==> src/rtl/cpu_pkg.sv <==
// Shared types for the decode hazard scoreboard: in-flight slot record and
// the "no forwarding" select value.
package cpu_pkg;

    // Slot rd field is sized for the widest register file we build; narrower
    // REG_AW values are zero-extended on entry and on compare.
    localparam int unsigned SB_MAX_AW = 8;

    // fwd_sel value meaning "read the register file".
    localparam int unsigned FWD_NONE = 0;

    typedef struct packed {
        logic                 valid;
        logic [SB_MAX_AW-1:0] rd;
        logic                 wen;
        logic                 is_load;
    } sb_slot_st;

    localparam sb_slot_st SB_BUBBLE = '0;

    // Build a valid slot from a decode-stage instruction.
    function automatic sb_slot_st sb_make_slot(logic [SB_MAX_AW-1:0] rd, logic wen,
                                               logic is_load);
        sb_slot_st s;
        s.valid   = 1'b1;
        s.rd      = rd;
        s.wen     = wen;
        s.is_load = is_load;
        return s;
    endfunction

endpackage

==> src/rtl/hazard_scoreboard_if.sv <==
// Decode <-> scoreboard signal bundle. The decode stage is the master; the
// scoreboard is the slave and answers with stall/forwarding decisions.
interface hazard_scoreboard_if #(
    parameter int unsigned NUM_STAGES = 3,
    parameter int unsigned NUM_RPORTS = 2,
    parameter int unsigned REG_AW     = 5
);
    localparam int unsigned FSW = $clog2(NUM_STAGES + 1);

    logic                                 issue_valid;
    logic [REG_AW-1:0]                    issue_rd;
    logic                                 issue_wen;
    logic                                 issue_is_load;
    logic [NUM_RPORTS-1:0][REG_AW-1:0]    rs_addr;
    logic [NUM_RPORTS-1:0]                rs_used;
    logic                                 flush;
    logic                                 ext_stall;

    logic                                 issue_fire;
    logic                                 stall;
    logic [NUM_RPORTS-1:0][FSW-1:0]       fwd_sel;
    logic [FSW-1:0]                       pend_cnt;
    logic [31:0]                          stall_cnt;

    modport master (
        output issue_valid, issue_rd, issue_wen, issue_is_load,
        output rs_addr, rs_used, flush, ext_stall,
        input  issue_fire, stall, fwd_sel, pend_cnt, stall_cnt
    );

    modport slave (
        input  issue_valid, issue_rd, issue_wen, issue_is_load,
        input  rs_addr, rs_used, flush, ext_stall,
        output issue_fire, stall, fwd_sel, pend_cnt, stall_cnt
    );

endinterface

==> src/rtl/sb_match.sv <==
// One decode source port checked against every in-flight slot. The youngest
// (lowest index) matching slot wins; x0 never matches.
module sb_match
    import cpu_pkg::*;
#(
    parameter int unsigned NUM_STAGES = 3,
    parameter int unsigned REG_AW     = 5,
    parameter int unsigned FSW        = 2
) (
    input  logic [REG_AW-1:0]           rs_addr_i,
    input  logic                        rs_used_i,
    input  sb_slot_st [NUM_STAGES-1:0]  slots_i,
    output logic                        match_o,
    output logic [FSW-1:0]              fwd_idx_o,
    output logic                        load_use_o
);

    logic [SB_MAX_AW-1:0]   addr_ext;
    logic [NUM_STAGES-1:0]  hit;
    logic [NUM_STAGES-1:0]  is_load_vec;
    logic                   unused_is_load;

    assign addr_ext = SB_MAX_AW'(rs_addr_i);

    // Per-slot raw hit: port live, non-zero address, slot writing that register.
    always_comb begin
        hit         = '0;
        is_load_vec = '0;
        for (int k = 0; k < NUM_STAGES; k++) begin
            is_load_vec[k] = slots_i[k].is_load;
            hit[k] = rs_used_i && (rs_addr_i != '0) && slots_i[k].valid &&
                     slots_i[k].wen && (slots_i[k].rd == addr_ext);
        end
    end

    // Only slot 0's load flag matters; older loads have already returned data.
    assign unused_is_load = ^is_load_vec;

    // Priority resolve: walk oldest to youngest so the youngest hit is left.
    always_comb begin
        match_o    = |hit;
        fwd_idx_o  = FSW'(FWD_NONE);
        load_use_o = 1'b0;
        for (int k = NUM_STAGES - 1; k >= 0; k--) begin
            if (hit[k]) begin
                fwd_idx_o  = FSW'(k + 1);
                load_use_o = (k == 0) && is_load_vec[0];
            end
        end
    end

endmodule

==> src/rtl/hazard_scoreboard.sv <==
// Decode-stage data hazard scoreboard. Tracks destination registers of the
// instructions behind decode, produces per-port forwarding selects and a
// stall when a source cannot be satisfied (load-use, or any match when
// forwarding is disabled).
module hazard_scoreboard
    import cpu_pkg::*;
#(
    parameter int unsigned NUM_STAGES = 3,
    parameter int unsigned NUM_RPORTS = 2,
    parameter int unsigned FWD_EN     = 1,
    parameter int unsigned REG_AW     = 5
) (
    input logic               clk,
    input logic               rst_n,
    hazard_scoreboard_if.slave bus
);

    localparam int unsigned FSW = $clog2(NUM_STAGES + 1);

    sb_slot_st [NUM_STAGES-1:0]      slots_q, slots_d;
    logic [31:0]                     stall_cnt_q, stall_cnt_d;

    logic [NUM_RPORTS-1:0]           port_match;
    logic [NUM_RPORTS-1:0]           port_load_use;
    logic [FSW-1:0]                  port_idx [NUM_RPORTS];

    logic                            hazard;
    logic                            issue_fire;
    logic                            stall;
    logic [NUM_RPORTS-1:0][FSW-1:0]  fwd_sel;
    logic [FSW-1:0]                  pend_cnt;

    for (genvar p = 0; p < NUM_RPORTS; p++) begin : g_port
        sb_match #(
            .NUM_STAGES (NUM_STAGES),
            .REG_AW     (REG_AW),
            .FSW        (FSW)
        ) u_match (
            .rs_addr_i  (bus.rs_addr[p]),
            .rs_used_i  (bus.rs_used[p]),
            .slots_i    (slots_q),
            .match_o    (port_match[p]),
            .fwd_idx_o  (port_idx[p]),
            .load_use_o (port_load_use[p])
        );
    end

    // Hazard and forwarding decision. A load-use port gets no forward select:
    // its data does not exist yet.
    always_comb begin
        hazard  = 1'b0;
        fwd_sel = '0;
        if (FWD_EN != 0) begin
            hazard = |port_load_use;
            for (int p = 0; p < NUM_RPORTS; p++) begin
                fwd_sel[p] = port_load_use[p] ? FSW'(FWD_NONE) : port_idx[p];
            end
        end else begin
            hazard = |port_match;
        end
    end

    // stall ignores ext_stall so the hazard stays visible during a freeze.
    assign stall      = bus.issue_valid & hazard & ~bus.flush;
    assign issue_fire = bus.issue_valid & ~hazard & ~bus.flush & ~bus.ext_stall;

    // Slot pipeline: freeze on ext_stall, otherwise shift and insert at slot 0.
    always_comb begin
        slots_d = slots_q;
        if (!bus.ext_stall) begin
            for (int k = NUM_STAGES - 1; k >= 1; k--) begin
                slots_d[k] = slots_q[k-1];
            end
            slots_d[0] = issue_fire ?
                sb_make_slot(SB_MAX_AW'(bus.issue_rd), bus.issue_wen, bus.issue_is_load) :
                SB_BUBBLE;
        end
    end

    // Hazard-stall cycle counter, saturating.
    always_comb begin
        stall_cnt_d = stall_cnt_q;
        if (stall && !bus.ext_stall && (stall_cnt_q != 32'hFFFF_FFFF)) begin
            stall_cnt_d = stall_cnt_q + 32'd1;
        end
    end

    // Count of in-flight register writers.
    always_comb begin
        pend_cnt = '0;
        for (int k = 0; k < NUM_STAGES; k++) begin
            if (slots_q[k].valid && slots_q[k].wen) begin
                pend_cnt = pend_cnt + FSW'(1);
            end
        end
    end

    // State registers with asynchronous clear.
    always_ff @(posedge clk or negedge rst_n) begin
        if (!rst_n) begin
            slots_q     <= '0;
            stall_cnt_q <= '0;
        end else begin
            slots_q     <= slots_d;
            stall_cnt_q <= stall_cnt_d;
        end
    end

    assign bus.issue_fire = issue_fire;
    assign bus.stall      = stall;
    assign bus.fwd_sel    = fwd_sel;
    assign bus.pend_cnt   = pend_cnt;
    assign bus.stall_cnt  = stall_cnt_q;

endmodule

==> src/flat_wrapper.sv <==
// flat-port wrapper written by rule: the top's interface ports become plain ports
module hazard_scoreboard_flat import cpu_pkg::*;
#(
    parameter int unsigned NUM_STAGES = 3,
    parameter int unsigned NUM_RPORTS = 2,
    parameter int unsigned FWD_EN     = 1,
    parameter int unsigned REG_AW     = 5
)
  (clk, rst_n, bus_issue_valid, bus_issue_rd, bus_issue_wen, bus_issue_is_load, bus_rs_addr, bus_rs_used, bus_flush, bus_ext_stall, bus_issue_fire, bus_stall, bus_fwd_sel, bus_pend_cnt, bus_stall_cnt);
  hazard_scoreboard_if #(.NUM_STAGES(NUM_STAGES), .NUM_RPORTS(NUM_RPORTS), .REG_AW(REG_AW)) bus_i ();
  input logic clk;
  input logic rst_n;
  input wire logic [$bits(bus_i.issue_valid)-1:0] bus_issue_valid;
  input wire logic [$bits(bus_i.issue_rd)-1:0] bus_issue_rd;
  input wire logic [$bits(bus_i.issue_wen)-1:0] bus_issue_wen;
  input wire logic [$bits(bus_i.issue_is_load)-1:0] bus_issue_is_load;
  input wire logic [$bits(bus_i.rs_addr)-1:0] bus_rs_addr;
  input wire logic [$bits(bus_i.rs_used)-1:0] bus_rs_used;
  input wire logic [$bits(bus_i.flush)-1:0] bus_flush;
  input wire logic [$bits(bus_i.ext_stall)-1:0] bus_ext_stall;
  output wire logic [$bits(bus_i.issue_fire)-1:0] bus_issue_fire;
  output wire logic [$bits(bus_i.stall)-1:0] bus_stall;
  output wire logic [$bits(bus_i.fwd_sel)-1:0] bus_fwd_sel;
  output wire logic [$bits(bus_i.pend_cnt)-1:0] bus_pend_cnt;
  output wire logic [$bits(bus_i.stall_cnt)-1:0] bus_stall_cnt;
  assign bus_i.issue_valid = bus_issue_valid;
  assign bus_i.issue_rd = bus_issue_rd;
  assign bus_i.issue_wen = bus_issue_wen;
  assign bus_i.issue_is_load = bus_issue_is_load;
  assign bus_i.rs_addr = bus_rs_addr;
  assign bus_i.rs_used = bus_rs_used;
  assign bus_i.flush = bus_flush;
  assign bus_i.ext_stall = bus_ext_stall;
  assign bus_issue_fire = bus_i.issue_fire;
  assign bus_stall = bus_i.stall;
  assign bus_fwd_sel = bus_i.fwd_sel;
  assign bus_pend_cnt = bus_i.pend_cnt;
  assign bus_stall_cnt = bus_i.stall_cnt;
  hazard_scoreboard #(.NUM_STAGES(NUM_STAGES), .NUM_RPORTS(NUM_RPORTS), .FWD_EN(FWD_EN), .REG_AW(REG_AW)) u_core (.clk(clk), .rst_n(rst_n), .bus(bus_i));
endmodule
==> config.mk <==
export PLATFORM = sky130hd
export DESIGN_NAME = hazard_scoreboard_flat
export DESIGN_NICKNAME = d
export VERILOG_FILES = /design/src/rtl/cpu_pkg.sv /design/src/rtl/hazard_scoreboard_if.sv /design/src/rtl/sb_match.sv /design/src/rtl/hazard_scoreboard.sv /design/src/flat_wrapper.sv
export SDC_FILE = /design/constraint.sdc
export NUM_CORES = 1
export LEC_CHECK = 0
export CORE_MARGIN = 10
export CORE_UTILIZATION = 47
export DETAILED_ROUTE_END_ITERATION = 8
export PLACE_DENSITY = 0.73
export SYNTH_ARGS = -nofsm -noshare
export SYNTH_HDL_FRONTEND = slang
export SYNTH_HIERARCHICAL = 1
export SYNTH_SLANG_ARGS = --single-unit
==> constraint.sdc <==
create_clock -name clk -period 2.5 [get_ports clk]
set_input_delay 0.5 -clock clk [delete_from_list [all_inputs] [get_ports clk]]
set_output_delay 0.5 -clock clk [all_outputs]
set_load 0.1 [all_outputs]
Yosys cells after proc, flatten, opt, wreduce, memory -nomap -nowiden
Index checks and enable logic that the tools add are counted.
{ "word_totals": {"romBits": 0, "wordCells": 72, "ram_bits": 0, "latch_bits": 0, "in_bits": 24, "reg_bits": 63, "out_inout_bits": 40, "memories": 0} }
{ "op_classes": {"eq_ne": 7, "div": 0, "bitwise_logic": 8, "n_mul": 0, "muxes": 14, "shifts": 0, "magnitude_cmp": 0, "reduce_logical": 29, "n_addsub": 3} }
{ "ops": {"columns": ["op", "n"], "rows": [
  ["8-bit by 5-bit == test with 1-bit output", 6],
  ["32-bit by 1-bit adder with 32-bit output, second input constant", 1],
  ["32-bit != test, second input constant", 1],
  ["1-bit logical AND", 25],
  ["2-bit 2-to-1 mux", 10],
  ["11-bit 2-to-1 mux", 1],
  ["5-bit nonzero test", 2],
  ["1-bit AND", 5],
  ["1-bit 2-to-1 mux", 3],
  ["1-bit inverter", 3],
  ["1-bit by 1-bit adder with 2-bit output, second input constant", 1],
  ["2-bit by 1-bit adder with 2-bit output, second input constant", 1],
  ["2-bit OR reduction", 1],
  ["1-bit zero test", 1]
]} }

Depth between registers and ports, before layout
Gate-level depths: netlist of the first run.
{ "logic_depth": {"word_depth": 12, "mapped_depth": 10, "mapped_depth_nobuf": 9} }

By module
The synthesis of the first run kept the hierarchy.
{ "by_module_without_submodules": {"columns": ["module", "cells_each", "area_per_inst_um2", "seq_area_each_um2", "instances"], "rows": [
  ["hazard_scoreboard", 219, 2652.5, 1401.3, 1],
  ["sb_match", 36, 281.5, 0.0, 2]
]} }

Worst setup path before layout of the first run
OpenSTA, ideal clock, no wires.
{ "synth_path": {"kind": "input to output", "start": "in bus_rs_addr[1]", "end": "out bus_issue_fire", "path_stages": 5, "n_path_buf": 0, "required_ps": 2000, "slack_ps": -1562, "t_arrival_ps": 3562, "path_cell_list": "or4_1 > o21ai_2 > nor4_1 > and2_1 > nor4_2"} }
{ "synth_between": {"elab_chain_len": 11, "elab_cells_between_ends": 12, "classes_between": "eq/ne: 1; mux: 1; bitwise: 4; reduce/logical: 6"} }
{ "synth_rtl": {"columns": ["element", "line", "source"], "rows": [
  ["start, declared", "flat_wrapper.sv:17", "input wire logic [$bits(bus_i.rs_addr)-1:0] bus_rs_addr;"],
  ["5-bit nonzero test", "sb_match.sv:31", "hit[k] = rs_used_i && (rs_addr_i != '0) && slots_i[k].valid &&"],
  ["1-bit logical AND (3 in series)", "sb_match.sv:31", null],
  ["1-bit logical AND (*)", "sb_match.sv:32", "slots_i[k].wen && (slots_i[k].rd == addr_ext);"],
  ["1-bit 2-to-1 mux (*)", "sb_match.sv:45", "if (hit[k]) begin"],
  ["net u_core.port_load_use[0]", "hazard_scoreboard.sv:24", "logic [NUM_RPORTS-1:0] port_load_use;"],
  ["2-bit OR reduction (*)", "hazard_scoreboard.sv:54", "hazard = |port_load_use;"],
  ["1-bit inverter (*)", "hazard_scoreboard.sv:65", "assign issue_fire = bus.issue_valid & ~hazard & ~bus.flush & ~bus.ext_stall;"],
  ["1-bit AND (*) (3 in series)", "hazard_scoreboard.sv:65", null],
  ["end, declared", "flat_wrapper.sv:21", "output wire logic [$bits(bus_i.issue_fire)-1:0] bus_issue_fire;"]
]} }
Mark *: on every way through the listed nets, which the timed path passes. The rest lies on a longest branch.

Final worst setup path of the first run
{ "layout_path": {"start": "in bus_rs_addr[7]", "end": "out bus_issue_fire"} }
Same word-level chain as after synthesis.

==> flow_summary.json, run 1 <==
{
  "filler_cell_count": 388,
  "netlist_instances": 285,
  "area_taken_by_multi_input_logic_gates_um2": 2200,
  "synth_warnings": 6,
  "diode_count": 0,
  "worstSkewPairLatency_ns": 0.31,
  "layout_commonest_cell": "buf_4",
  "dr.first_iter.drc_count": 104,
  "total_leakage_power_nw": 2.18,
  "grt_setup_unrepaired": "true",
  "clock_path_buffers": 2,
  "grt_antenna_before_repair": 0,
  "total_cts_buffers": 5,
  "design.core.area_um2": 6390,
  "totalNegativeSetupSlack_ns": -2.69,
  "detail_route.vias_per_cell": 5.35,
  "dp_hpwl_um": 6130,
  "timing.final.crit_period_ns": 2.74,
  "syn_area_um2": 3120,
  "io_pins": 64,
  "initial_core_util_pct": 48.9,
  "areaGrowthSynthToFinish_pct": 56.5,
  "worst_hold_path_type": "flop to flop",
  "clock-root-buffer": "clkbuf_8",
  "failed_checks": "negative setup slack",
  "total_die_area_um2": 10300,
  "setup_violations": 27,
  "arr_time_crit_path_ns": 2.24,
  "worst_setup_path_start_kind": "input port",
  "worst_path_max_delay_cell": "or4_4",
  "endpoint_required_time_on_the_critical_path_ns": 2.00,
  "grt_start_max_net_pins": 51,
  "numClockSinks": 54,
  "path_cells": "buf_6 -> or4_4 -> o21ai_4 -> nor4_4 -> and2_4 -> buf_6 -> nor4_4 -> buf_12",
  "post_route_cells_drive_above_1_share_pct": 52.5,
  "vias": 2677,
  "nets": 449,
  "worst_path_max_fanout": 3,
  "first_pass_grt_wire_length_um": 13700,
  "die-width_um": 102,
  "place_congestion": 0.845,
  "vdd.ir_drop.worst_mv": 0.290,
  "die-height_um": 102,
  "ant_nets": 0,
  "cts-htree-levels": 2,
  "synth_area_per_cell_um2": 11.0,
  "avgRoutedWirePerCell_um": 17.1,
  "gr-usage-all-layers_pct": 16.4,
  "criticalPathCategory": "input port to output pin",
  "number_of_global_route_vias_before_repair": 2734,
  "register_area_um2": 1380,
  "clock.fmax_mhz": 365,
  "max_stage_delay_ns": 0.53,
  "detail_route.first_pass.iterations": 4,
  "period_share_pct": 110,
  "io_buffer_count": 63,
  "cp-end-kind": "output pin",
  "layout.cells.most_common_list": "buf_4 (72), dfrtp_1 (35), xnor2_1 (31)",
  "fin_skew_ns": 0.00793,
  "num_rows": 29,
  "pwr_density_cell_nw_per_um2": 373,
  "overflow": 0,
  "report.power.total_mw": 1.82,
  "timing_hold_violations_final": 0,
  "final_max_slew_viol_count": 0,
  "clock_tree_from_tritoncts": "yes",
  "postLayoutSetupSlackWorst_ns": -0.241,
  "maxCapViolations": 0,
  "post-route-drc-count": 0,
  "status": "complete, but fails checks",
  "routed_wirelength_um": 8560,
  "clkSlewWorstSetupHoldPaths_ns": 0.10
}
-- metrics by stage --
stage | util (%) | area (um^2) | setup slack (ns) | hold WS, ns | std cells
6_report | 76.5 | 4890 | -0.241 | 0.500 | 500
5_1_grt | 76.5 | 4890 | -0.343 | 0.513 | 500
4_1_cts | 74.5 | 4760 | -0.253 | 0.493 | 497
3_5_place_dp | 67.5 | 4310 | -0.701 | 0.329 | 479
3_3_place_gp | 67.5 | 4310 | -0.653 | 0.327 | 479
2_1_floorplan | - | 3310 | -0.718 | 0.204 | 302
-- layout make-up --
type,count,share of cell area [%]
clock inverters,3,0.922
flip-flops and latches,54,28.1
repair buffers,119,22.2
well taps,77,1.97
inverters,4,0.307
multi-input cells,238,45.1
clock buffers,5,1.41
-- timing repair --
item,4_1_cts,5_1_grt
hold buffers,1,0
gates resized for setup,98,26
endpoints found under the hold margin,4,0
endpoints found under the setup margin,46,36
gates cloned,1,0
setup buffers,9,5
pin swaps,45,28
-- final timing paths --
| path | from | endpoint | slack [ns] | cells after the start |
|---|---|---|---|---|
| max in group asynchronous | rst_n | u_core/slots_q[2] | 1.46 | 3 |
| max reg2reg | u_core/slots_q[3] | u_core/bus.stall_cnt[13] | -0.19 | 13 |
| max | bus_rs_addr[7] | bus_issue_fire | -0.24 | 8 |
| min in group asynchronous | rst_n | u_core/slots_q[23] | 0.54 | 2 |
| min | u_core/bus.stall_cnt[21] | u_core/bus.stall_cnt[21] | 0.50 | 1 |
| min reg2reg | u_core/bus.stall_cnt[21] | u_core/bus.stall_cnt[21] | 0.50 | 1 |
-- metal layers --
layer	up-vias	GRT usage, %	share of wire [%]
met4	0	4.93	1.9
met2	66	27.8	51
met3	18	3.68	4.6
met5	-	0	0
li1	1280	-	-
met1	1313	20.2	42
-- state kept, by name, summed over array words and instances, names as in the netlist --
register              count
u_core/slots_q           22
u_core/bus.stall_cnt     32
-- critical path: cells and delay by family --
family          cells  cell delay, ns
compound gates      1            0.18
buf+inv             3            0.44
simple gates        4            1.12
-- where the power goes --
| group | switching [mW] | internal (mW) |
|---|---|---|
| sequential | 0.0372 | 0.901 |
| clock | 0.297 | 0.298 |
| combinational | 0.126 | 0.162 |
Note: power is estimated with default switching activity, not from simulation.
==> inputs of run 2 (changes only) <==
Settings changed: CTS_CLUSTER_SIZE set to 10, TNS_END_PERCENT set to 50.
==> run 2 against run 1 <==
Net effect: the flow still finishes with violations (negative setup slack); sequential share of layout area increased by 0.87 points; final cell count grew 0.20%; flip-flop and latch count is the same; combinational power shrank 4%; cell area fell by 4.7%; clock power down 2%; first-iteration DRC count shrank 8.7%; utilization shrank 3.6 points; hold slack worse by 0.29 ns; maximum frequency increased by 0.36%; power fell by 1.5%; critical endpoint unchanged.
==> flow_summary.json, run 2 (synthesis gave the netlist of run 1 again) <==
{
  "final_max_slew_viol_count": 0,
  "initial_core_util_pct": 48.9,
  "status": "complete, but fails checks",
  "timing.final.crit_period_ns": 2.73,
  "place_worst_setup_slack_ns": -0.813,
  "design.core.area_um2": 6390,
  "setup_violations": 19,
  "totalNegativeSetupSlack_ns": -2.85,
  "grt_start_max_net_pins": 29,
  "layout.cells.most_common_list": "buf_4 (81), dfrtp_1 (54), xnor2_1 (38)",
  "layout.core_utilization_pct": 72.9,
  "nets": 450,
  "timing_hold_violations_final": 0,
  "clock.fmax_mhz": 366,
  "number_of_global_route_vias_before_repair": 2773,
  "die-height_um": 102,
  "report.power.total_mw": 1.79,
  "dp_hpwl_um": 6420,
  "failed_checks": "negative setup slack",
  "detail_route.first_pass.iterations": 4,
  "numClockSinks": 54,
  "io_buffer_count": 63,
  "post-route-drc-count": 0,
  "fin_skew_ns": 0.00754,
  "path_cells": "buf_6 -> or4_4 -> o21ai_4 -> nor4_4 -> and2_4 -> buf_6 -> nor4_4 -> buf_4 -> buf_12",
  "die-width_um": 102,
  "dp.cells": 482,
  "dr.first_iter.drc_count": 95,
  "criticalPathCategory": "input port to output pin",
  "maxCapViolations": 0,
  "instances_no_fill": 501,
  "pwr_density_cell_nw_per_um2": 385,
  "largest_register_ff_count": 32,
  "max_stage_delay_ns": 0.54,
  "clock-root-buffer": "clkbuf_8",
  "grt_antenna_before_repair": 0,
  "gr-usage-all-layers_pct": 16.6,
  "avgRoutedWirePerCell_um": 16.8,
  "routed_wirelength_um": 8400,
  "grt_setup_unrepaired": "true",
  "filler_cell_count": 439,
  "clock_path_buffers": 2,
  "postLayoutSetupSlackWorst_ns": -0.231,
  "arr_time_crit_path_ns": 2.23,
  "worstSkewPairLatency_ns": 0.31,
  "vdd.ir_drop.worst_mv": 0.418,
  "number_of_buffers_inserted_by_hold_repair_at_cts": 0,
  "diode_count": 0,
  "worst_setup_path_start_kind": "input port",
  "cp-end-kind": "output pin",
  "worst_path_max_fanout": 3,
  "endpoint_required_time_on_the_critical_path_ns": 2.00,
  "io_pins": 64,
  "overflow": 0,
  "period_share_pct": 109,
  "total_die_area_um2": 10300,
  "place_congestion": 0.865,
  "cts-htree-levels": 2,
  "areaGrowthSynthToFinish_pct": 49.2,
  "layout_commonest_cell": "buf_4",
  "total_cts_buffers": 5,
  "detail_route.vias_per_cell": 5.24,
  "total_leakage_power_nw": 2.17,
  "relSlewSlack_pct": 55.8,
  "post_route_cells_drive_above_1_share_pct": 43.6,
  "clock_tree_from_tritoncts": "yes",
  "vias": 2623,
  "tightest_slew_ns": 0.663,
  "worst_hold_path_type": "input port to async pin",
  "worst_path_max_delay_cell": "or4_4",
  "first_pass_grt_wire_length_um": 13900,
  "clkSlewWorstSetupHoldPaths_ns": 0.09,
  "num_rows": 29,
  "ant_nets": 0
}
==> run 2: cell types whose count changed in the layout (fill, tap and decap cells not counted), sizes merged <==
cell	delta
clkinvlp	-1
dlygate4sd3	-1
clkdlybuf4s15	+3
==> run 2: layer usage <==
layer  wire, um  track usage [%]
met1       3510             19.0
met2       4420             30.2
met3        397             4.29
met4         72             3.11
met5          0                0
==> run 2: critical path, delay by kind of cell <==
kind                   cells  cell delay, ns
AO/OA/AOI/OAI              1            0.18
AND/OR/NAND/NOR            4            0.99
buffers and inverters      4            0.56
==> run 2: worst paths after layout <==
| kind | from | endpoint | slack [ns] | depth (start not counted) |
|---|---|---|---|---|
| hold reg to reg | u_core/bus.stall_cnt[17] | u_core/bus.stall_cnt[17] | 0.50 | 1 |
| setup reg to reg | u_core/slots_q[4] | u_core/bus.stall_cnt[28] | -0.20 | 9 |
| max in group asynchronous | rst_n | u_core/bus.stall_cnt[2] | 1.70 | 2 |
| hold / removal | rst_n | u_core/bus.stall_cnt[25] | 0.21 | 1 |
| setup / recovery | bus_rs_addr[7] | bus_issue_fire | -0.23 | 9 |
| min in group clk | u_core/bus.stall_cnt[17] | u_core/bus.stall_cnt[17] | 0.50 | 1 |
==> run 2: through the flow <==
stage / area, um^2 / hold WS [ns]
final: 4660 / 0.214
after global routing: 4660 / 0.240
after CTS: 4600 / 0.226
after detailed placement: 4300 / 0.482
after global placement: 4300 / 0.485
after floorplan: 3270 / 0.204
==> run 2: area by class of cell <==
cell class | instances | area, um^2 | share of cell area, %
multi-input cells | 238 | 2010 | 43.1
flip-flops and latches | 54 | 1350 | 29.0
clock buffers | 6 | 72.6 | 1.56
clock inverters | 2 | 37.5 | 0.806
inverters | 4 | 15.0 | 0.322
repair buffers | 120 | 1080 | 23.1
well taps | 77 | 96.3 | 2.07
==> run 2: report_power, final <==
part	total (mW)	switching, mW	internal, mW
Clock	0.581	0.282	0.299
Combinational	0.276	0.125	0.152
Sequential	0.937	0.0361	0.901
Total	1.79	0.443	1.35
==> run 2: timing repair <==
item	CTS	global route
resized for setup	69	8
endpoints found under the hold margin	0	0
buffers inserted	9	2
setup endpoints to repair	43	34
pin swaps	20	7
